===== src/rtl/vmcmp_pkg.sv =====
// Shared types and helpers for the vector mask-compare sequencer.
package vmcmp_pkg;

  localparam int unsigned MASK_WORD_BITS = 64;

  typedef enum logic [1:0] {StIdle, StIssue, StDrain} state_e;

  typedef enum logic [2:0] {
    OpEq  = 3'd0,
    OpNe  = 3'd1,
    OpLtu = 3'd2,
    OpLt  = 3'd3,
    OpLeu = 3'd4,
    OpLe  = 3'd5,
    OpGtu = 3'd6,
    OpGt  = 3'd7
  } opsel_e;

  typedef enum logic [2:0] {Sew8 = 3'd0, Sew16 = 3'd1, Sew32 = 3'd2, Sew64 = 3'd3} sew_e;

  // Number of 64-bit chunks needed to cover vl elements of width 8<<sew.
  function automatic logic [15:0] chunk_count(input logic [15:0] vl, input logic [1:0] sew);
    logic [15:0] elems;
    elems = 16'd8 >> sew;
    return (vl + elems - 16'd1) >> (2'd3 - sew);
  endfunction

endpackage


===== src/rtl/vmcmp_mask_acc.sv =====
// Packs per-chunk compare results into 64-bit mask words and writes them back.
// Tail fill of the final word is selected by VMCMP_SEQ_TAIL_ONES_EN.
module vmcmp_mask_acc
  import vmcmp_pkg::*;
#(
  parameter int unsigned ADDR_WIDTH = 32,
  parameter int unsigned VL_WIDTH   = 10
) (
  input  logic                      clk,
  input  logic                      rst,
  input  logic                      clear,
  input  logic                      res_valid,
  input  logic [7:0]                res_bits,
  input  logic [1:0]                sew,
  input  logic [VL_WIDTH-1:0]       vl,
  input  logic [15:0]               n_chunks,
  input  logic [ADDR_WIDTH-1:0]     vd_addr,
  output logic                      final_fire,
  output logic                      wr_en,
  output logic [ADDR_WIDTH-1:0]     wr_addr,
  output logic [MASK_WORD_BITS-1:0] wr_data,
  output logic [7:0]                wr_be
);

`ifdef VMCMP_SEQ_TAIL_ONES_EN
  localparam logic TailBit = 1'b1;
`else
  localparam logic TailBit = 1'b0;
`endif

  logic [15:0]               res_cnt_q;
  logic [ADDR_WIDTH-1:0]     word_cnt_q;
  logic [MASK_WORD_BITS-1:0] acc_q;
  logic                      wr_en_q;
  logic [ADDR_WIDTH-1:0]     wr_addr_q;
  logic [MASK_WORD_BITS-1:0] wr_data_q;
  logic [7:0]                wr_be_q;

  logic [1:0]                e_log;
  logic [3:0]                elems;
  logic [15:0]               base;
  logic [5:0]                offset;
  logic [6:0]                top;
  logic                      last;
  logic                      fire;
  logic [16:0]               idx;
  logic [7:0]                chunk_bits;
  logic [MASK_WORD_BITS-1:0] hi_mask;
  logic [MASK_WORD_BITS-1:0] merged;

  always_comb begin
    e_log      = 2'd3 - sew;
    elems      = 4'd1 << e_log;
    base       = res_cnt_q << e_log;
    offset     = base[5:0];
    top        = {1'b0, offset} + {3'b000, elems};
    last       = (res_cnt_q == n_chunks - 16'd1);
    idx        = '0;
    chunk_bits = '0;
    for (int j = 0; j < 8; j++) begin
      idx = {1'b0, base} + 17'(j);
      if (4'(j) < elems) begin
        chunk_bits[j] = (idx >= 17'(vl)) ? TailBit : res_bits[j];
      end
    end
    // Everything above the last delivered chunk is tail in the final word.
    hi_mask = top[6] ? '0 : ({MASK_WORD_BITS{1'b1}} << top[5:0]);
    merged  = acc_q | (64'(chunk_bits) << offset);
    if (last && TailBit) merged = merged | hi_mask;
    final_fire = res_valid && last;
    fire       = res_valid && (top[6] || last);
  end

  always_ff @(posedge clk) begin
    if (rst) begin
      res_cnt_q  <= '0;
      word_cnt_q <= '0;
      acc_q      <= '0;
      wr_en_q    <= 1'b0;
      wr_addr_q  <= '0;
      wr_data_q  <= '0;
      wr_be_q    <= '0;
    end else begin
      wr_en_q <= fire;
      wr_be_q <= fire ? 8'hFF : 8'h00;
      if (clear) begin
        res_cnt_q  <= '0;
        word_cnt_q <= '0;
        acc_q      <= '0;
      end else if (res_valid) begin
        res_cnt_q <= res_cnt_q + 16'd1;
        if (fire) begin
          wr_addr_q  <= vd_addr + word_cnt_q;
          wr_data_q  <= merged;
          acc_q      <= '0;
          word_cnt_q <= word_cnt_q + ADDR_WIDTH'(1);
        end else begin
          acc_q <= merged;
        end
      end
    end
  end

  assign wr_en   = wr_en_q;
  assign wr_addr = wr_addr_q;
  assign wr_data = wr_data_q;
  assign wr_be   = wr_be_q;

endmodule


===== src/rtl/vmcmp_seq.sv =====
// Vector mask-compare sequencer: reads operand words, issues them to the compare
// unit and packs results into mask words. Tail fill option: VMCMP_SEQ_TAIL_ONES_EN.
module vmcmp_seq
  import vmcmp_pkg::*;
#(
  parameter int unsigned DATA_WIDTH = 64,
  parameter int unsigned ADDR_WIDTH = 32,
  parameter int unsigned VL_WIDTH   = 10
) (
  input  logic                  clk,
  input  logic                  rst,
  input  logic                  req_valid,
  output logic                  req_ready,
  input  logic [2:0]            req_opsel,
  input  logic [2:0]            req_sew,
  input  logic [VL_WIDTH-1:0]   req_vl,
  input  logic [ADDR_WIDTH-1:0] req_vs2_addr,
  input  logic [ADDR_WIDTH-1:0] req_vs1_addr,
  input  logic [ADDR_WIDTH-1:0] req_vd_addr,
  output logic                  rd_en,
  output logic [ADDR_WIDTH-1:0] rd_addr0,
  output logic [ADDR_WIDTH-1:0] rd_addr1,
  input  logic [DATA_WIDTH-1:0] rd_data0,
  input  logic [DATA_WIDTH-1:0] rd_data1,
  output logic                  cmp_valid,
  output logic [DATA_WIDTH-1:0] cmp_vec0,
  output logic [DATA_WIDTH-1:0] cmp_vec1,
  output logic [2:0]            cmp_sew,
  output logic [2:0]            cmp_opsel,
  output logic [2:0]            cmp_start_idx,
  output logic [ADDR_WIDTH-1:0] cmp_addr,
  input  logic                  cmp_out_valid,
  input  logic [DATA_WIDTH-1:0] cmp_out_vec,
  output logic                  wr_en,
  output logic [ADDR_WIDTH-1:0] wr_addr,
  output logic [DATA_WIDTH-1:0] wr_data,
  output logic [7:0]            wr_be,
  output logic                  busy,
  output logic                  done
);

  state_e                state_q;
  logic [2:0]            opsel_q;
  logic [2:0]            sew_q;
  logic [VL_WIDTH-1:0]   vl_q;
  logic [ADDR_WIDTH-1:0] vd_q;
  logic [15:0]           n_chunks_q;
  logic [15:0]           chunk_q;
  logic                  empty_q;
  logic                  rd_en_q;
  logic [ADDR_WIDTH-1:0] rd_addr0_q;
  logic [ADDR_WIDTH-1:0] rd_addr1_q;
  logic                  cmp_valid_q;
  logic                  done_q;

  logic accept;
  logic req_empty;
  logic res_valid;
  logic final_fire;
  logic unused_vec_hi;

  assign accept    = req_valid && (state_q == StIdle);
  assign req_empty = (req_vl == '0) || (req_sew > 3'(Sew64));
  // Results are only meaningful while an operation with reads is in flight.
  assign res_valid = cmp_out_valid && (state_q != StIdle) && !empty_q;

  always_ff @(posedge clk) begin
    if (rst) begin
      state_q     <= StIdle;
      opsel_q     <= '0;
      sew_q       <= '0;
      vl_q        <= '0;
      vd_q        <= '0;
      n_chunks_q  <= '0;
      chunk_q     <= '0;
      empty_q     <= 1'b0;
      rd_en_q     <= 1'b0;
      rd_addr0_q  <= '0;
      rd_addr1_q  <= '0;
      cmp_valid_q <= 1'b0;
      done_q      <= 1'b0;
    end else begin
      done_q      <= 1'b0;
      cmp_valid_q <= rd_en_q;
      case (state_q)
        StIdle: begin
          if (req_valid) begin
            state_q    <= StIssue;
            opsel_q    <= req_opsel;
            sew_q      <= req_sew;
            vl_q       <= req_vl;
            vd_q       <= req_vd_addr;
            n_chunks_q <= chunk_count(16'(req_vl), req_sew[1:0]);
            chunk_q    <= '0;
            empty_q    <= req_empty;
            rd_en_q    <= !req_empty;
            rd_addr0_q <= req_vs2_addr;
            rd_addr1_q <= req_vs1_addr;
          end
        end
        StIssue: begin
          if (empty_q) begin
            state_q <= StIdle;
            done_q  <= 1'b1;
          end else if (chunk_q == n_chunks_q - 16'd1) begin
            rd_en_q <= 1'b0;
            state_q <= StDrain;
          end else begin
            chunk_q    <= chunk_q + 16'd1;
            rd_addr0_q <= rd_addr0_q + ADDR_WIDTH'(1);
            rd_addr1_q <= rd_addr1_q + ADDR_WIDTH'(1);
          end
        end
        StDrain: begin
          if (final_fire) begin
            state_q <= StIdle;
            done_q  <= 1'b1;
          end
        end
        default: state_q <= StIdle;
      endcase
    end
  end

  vmcmp_mask_acc #(
    .ADDR_WIDTH(ADDR_WIDTH),
    .VL_WIDTH  (VL_WIDTH)
  ) u_mask_acc (
    .clk       (clk),
    .rst       (rst),
    .clear     (accept),
    .res_valid (res_valid),
    .res_bits  (cmp_out_vec[7:0]),
    .sew       (sew_q[1:0]),
    .vl        (vl_q),
    .n_chunks  (n_chunks_q),
    .vd_addr   (vd_q),
    .final_fire(final_fire),
    .wr_en     (wr_en),
    .wr_addr   (wr_addr),
    .wr_data   (wr_data),
    .wr_be     (wr_be)
  );

  // Only the low E <= 8 result bits carry information.
  assign unused_vec_hi = ^cmp_out_vec[DATA_WIDTH-1:8];

  assign req_ready     = (state_q == StIdle);
  assign busy          = (state_q != StIdle);
  assign done          = done_q;
  assign rd_en         = rd_en_q;
  assign rd_addr0      = rd_addr0_q;
  assign rd_addr1      = rd_addr1_q;
  assign cmp_valid     = cmp_valid_q;
  assign cmp_vec0      = cmp_valid_q ? rd_data0 : '0;
  assign cmp_vec1      = cmp_valid_q ? rd_data1 : '0;
  assign cmp_sew       = sew_q;
  assign cmp_opsel     = opsel_q;
  assign cmp_start_idx = 3'd0;
  assign cmp_addr      = vd_q;

endmodule


===== config.mk =====
export PLATFORM = sky130hd
export DESIGN_NAME = vmcmp_seq
export DESIGN_NICKNAME = d
export VERILOG_FILES = /design/src/rtl/vmcmp_pkg.sv /design/src/rtl/vmcmp_mask_acc.sv /design/src/rtl/vmcmp_seq.sv
export SDC_FILE = /design/constraint.sdc
export NUM_CORES = 1
export LEC_CHECK = 0
export ABC_AREA = 1
export ABC_CLOCK_PERIOD_IN_PS = 6300
export CAP_MARGIN = 30
export CORE_MARGIN = 2
export CORE_UTILIZATION = 40
export CTS_CLUSTER_DIAMETER = 200
export DETAILED_ROUTE_END_ITERATION = 12
export GPL_TIMING_DRIVEN = 0
export PLACE_DENSITY = 0.75
export SYNTH_ARGS = -nofsm -noshare
export SYNTH_HDL_FRONTEND = slang
export SYNTH_SLANG_ARGS = --single-unit

===== constraint.sdc =====
create_clock -name clk -period 6.3 [get_ports clk]
set_input_delay 1.26 -clock clk [delete_from_list [all_inputs] [get_ports clk]]
set_output_delay 1.26 -clock clk [all_outputs]
set_load 0.02 [all_outputs]

==> run_results.csv <==
group,metric,value,unit
drt,drt_first_pass_iters,6,
cts,htreeDepth,2,
critical_path,cp-end-kind,"register",
placed_design,hpwl,87800,um
grt,track_usage,0.322,
sta,rsz0062_at_grt,"false",
placed_design,postPlaceCellArea,32200,um2
critical_path,startpoint_type,"register",
outcome,status,"finished clean",
grt,grt_max_degree,15,
final_layout,fin_nets,4976,
sta,hold_viol,0,
drt,drt-total-wl,109000,um
grt,grt_first_pass_wirelength,158000,um
logic_synthesis,synth_flop_cell,"dfxtp_1",
cts,cts_buffers,41,
die,core_area,62700,um2
flow_run,maxCapViolCount,0,
drt,first_iter_violations,2354,
final_layout,drive_gt1_frac,0.0536,
sta,fmax,168,MHz
logic_synthesis,netlist.area_leader.share,0.285,
cts,clk_latency,0.59,ns
logic_synthesis,synth_edf_count,0,
logic_synthesis,syn_area,25200,um2
drt,vias,28414,
grt,grt_pass1_vias,26097,
cts,cts_sinks,359,
sta,fin_worst_skew,0.0239,ns
sta,tightestPinTransition,1.06,ns
logic_synthesis,async_flop_share,0,
pwr,irDropWorstVdd,0.216,mV
die,die_x,255,um
sta,finalSetupViolCount,0,
critical_path,worstSetupPathType,"reg2reg",
min_path,hp-class,"reg2reg",
logic_synthesis,synth_top_cell_by_area,"dfxtp_1",
die,ioPinCount,651,
cts,cts_tree,"done",
logic_synthesis,ys_warn_count,0,
sta,fin_crit_sh,0.943,
critical_path,worstPathArrival,6.46,ns
logic_synthesis,synth_cell_types,66,
logic_synthesis,synth_seq_cells,359,
die,start_util,0.402,
cts,ctsResizeCount,0,
cts,holdBufCountCts,0,
sta,period_minus_slack,5.94,ns
logic_synthesis,synthCells,3892,
logic_synthesis,yosys-top-cells-area,"dfxtp_1, nand2_1, inv_1",
final_layout,fillers,6212,
critical_path,critPathSlowestCell,"buf_1",
critical_path,path_max_fanout,14,
sta,slew_headroom,0.293,
placed_design,port-buffer-count,590,
critical_path,worst_ep_required_time,6.82,ns
grt,overflow,0,
drt,wl_per_cell,20.1,um
sta,drv_slew,0,
die,rows,92,
cts,clk_pin_slew_worst_paths,0.06,ns
cts,clockBufferDepth,3,
critical_path,crit_buf_inv,5,
drt,vias_per_cell,5.24,
critical_path,crit_family,"simple AND/OR/NAND/NOR gates",
final_layout,area_delta_synth_final,33.1,%
pwr,p_leak,15.0,nW
sta,whs,0.472,ns
logic_synthesis,yosysSeqAreaShare,0.285,
drt,drc_errors,0,
sta,fin_tns_setup,0,ns
critical_path,critPathMaxStageDelay,0.82,ns
final_layout,stdcell_area,33600,um2
die,die_area,65100,um2
pwr,cellPowerDensity,309,nW/um2
die,die_y,255,um
grt,grt_antenna_before_repair,30,
cts,clock-root-buffer,"clkbuf_16",
cts,cts_setup_buffers,0,
logic_synthesis,yosys-top-cells-count,"nand2_1, inv_1, nor2_1",
placed_design,place_congestion,1.01,
drt,drtAntennaViolNets,0,
logic_synthesis,synth_area_per_cell,6.49,um2
logic_synthesis,yosysMostFrequentCell,"nand2_1",
critical_path,cpMostUsedCell,"nand2_1",
## worst paths after layout
kind / start / end / slack, ns / depth (start not counted)
worst max-delay path: cmp_sew[1] / u_mask_acc.wr_data[43] / 0.36 / 26
worst min-delay path: u_mask_acc.acc_q[44] / u_mask_acc.acc_q[44] / 0.47 / 2
worst max register to register: cmp_sew[1] / u_mask_acc.wr_data[43] / 0.36 / 26
worst min register to register: u_mask_acc.acc_q[44] / u_mask_acc.acc_q[44] / 0.47 / 2
## layout make-up
class / instances / area (um2) / area share
flip-flops and latches: 359 / 7190 / 0.214
clock inverters: 17 / 176 / 0.00525
multi-input cells: 2861 / 15300 / 0.456
well taps: 846 / 1060 / 0.0315
clock buffers: 54 / 1150 / 0.0344
inverters: 508 / 1910 / 0.0569
plain buffers: 166 / 823 / 0.0245
repair buffers: 591 / 5920 / 0.176
diodes: 16 / 40.0 / 0.00119
## cell families after synthesis
group / share of synthesized area
fa+ha+maj: 0.0700
buf+inv: 0.108
flops: 0.285
simple gates: 0.326
xor+xnor: 0.0732
compound gates: 0.130
other cells: 0.000149
mux: 0.00793
## where the power goes
part	internal (W)	switching, W	leakage [nW]	total [W]
Sequential	0.00252	0.000325	2.91	0.00284
Combinational	0.00181	0.00328	11.5	0.00509
Clock	0.00138	0.00105	0.653	0.00243
Total	0.00571	0.00466	15.0	0.0104
## worst reg2reg max path, cell delays in order (launching register included)
cell      delay (ns)
dfxtp_1         0.58
buf_6           0.22
buf_6           0.18
nand3_1         0.12
nand2_2         0.19
buf_1           0.82
ha_1            0.43
inv_1           0.18
nor2_1          0.38
nand2_1         0.12
xor2_1          0.23
ha_1            0.29
nand2_1         0.08
nor2_1          0.07
a21boi_0        0.16
nand3_1         0.17
nand2_1         0.13
nand2_1         0.07
nor2_1          0.13
nand2_1         0.07
o21ai_1         0.40
nand2_1         0.14
a21oi_2         0.28
nand4_1         0.18
nand3_1         0.18
nand2_1         0.06
inv_1           0.04
## placed cells by master (no fill, tap or decap), types with 18 or more instances in the layout
master and n:
nor2_2 18, a21oi_1 292, a22o_1 36, nand4_1 76, clkdlybuf4s50_1 590, ha_1 138
or2_2 19, nand2_2 23, nor3_1 78, xnor2_1 37, dfxtp_1 359, nor2_1 371
buf_2 31, buf_4 31, nand2_1 1033, clkbuf_1 93, mux2i_1 20, nor4_1 26
xor2_1 174, inv_1 493, nand3_1 220, clkbuf_16 41, o21ai_0 153
## layer usage
metal  track usage  routed length (um)  vias up
met2         0.552               52300     1292
met5             0                  72        -
met3        0.0615                8880      257
met4         0.190                6360       10
met1         0.372               41400    13036
li1              -                   -    13819
## registers in the layout (all words and copies together), names as in the netlist, 10 cells and up
name                   count
n_chunks_q                16
cmp_addr                  32
chunk_q                   16
u_mask_acc.word_cnt_q     32
rd_addr1                  32
u_mask_acc.wr_addr        32
rd_addr0                  32
u_mask_acc.wr_data        64
u_mask_acc.res_cnt_q      16
vl_q                      10
u_mask_acc.acc_q          64
## metrics by stage
stage	power, W	worst slack (ns)	cells	util
4_1_cts	0.0103	0.634	5402	0.535
3_5_place_dp	0.00785	0.688	5331	0.514
6_report	0.0104	0.356	5418	0.536
2_1_floorplan	0.00590	2.32	3894	-
5_1_grt	0.0109	0.104	5418	0.536
3_3_place_gp	0.00781	0.725	5330	0.514
Note: power is estimated with default switching activity, not from simulation.
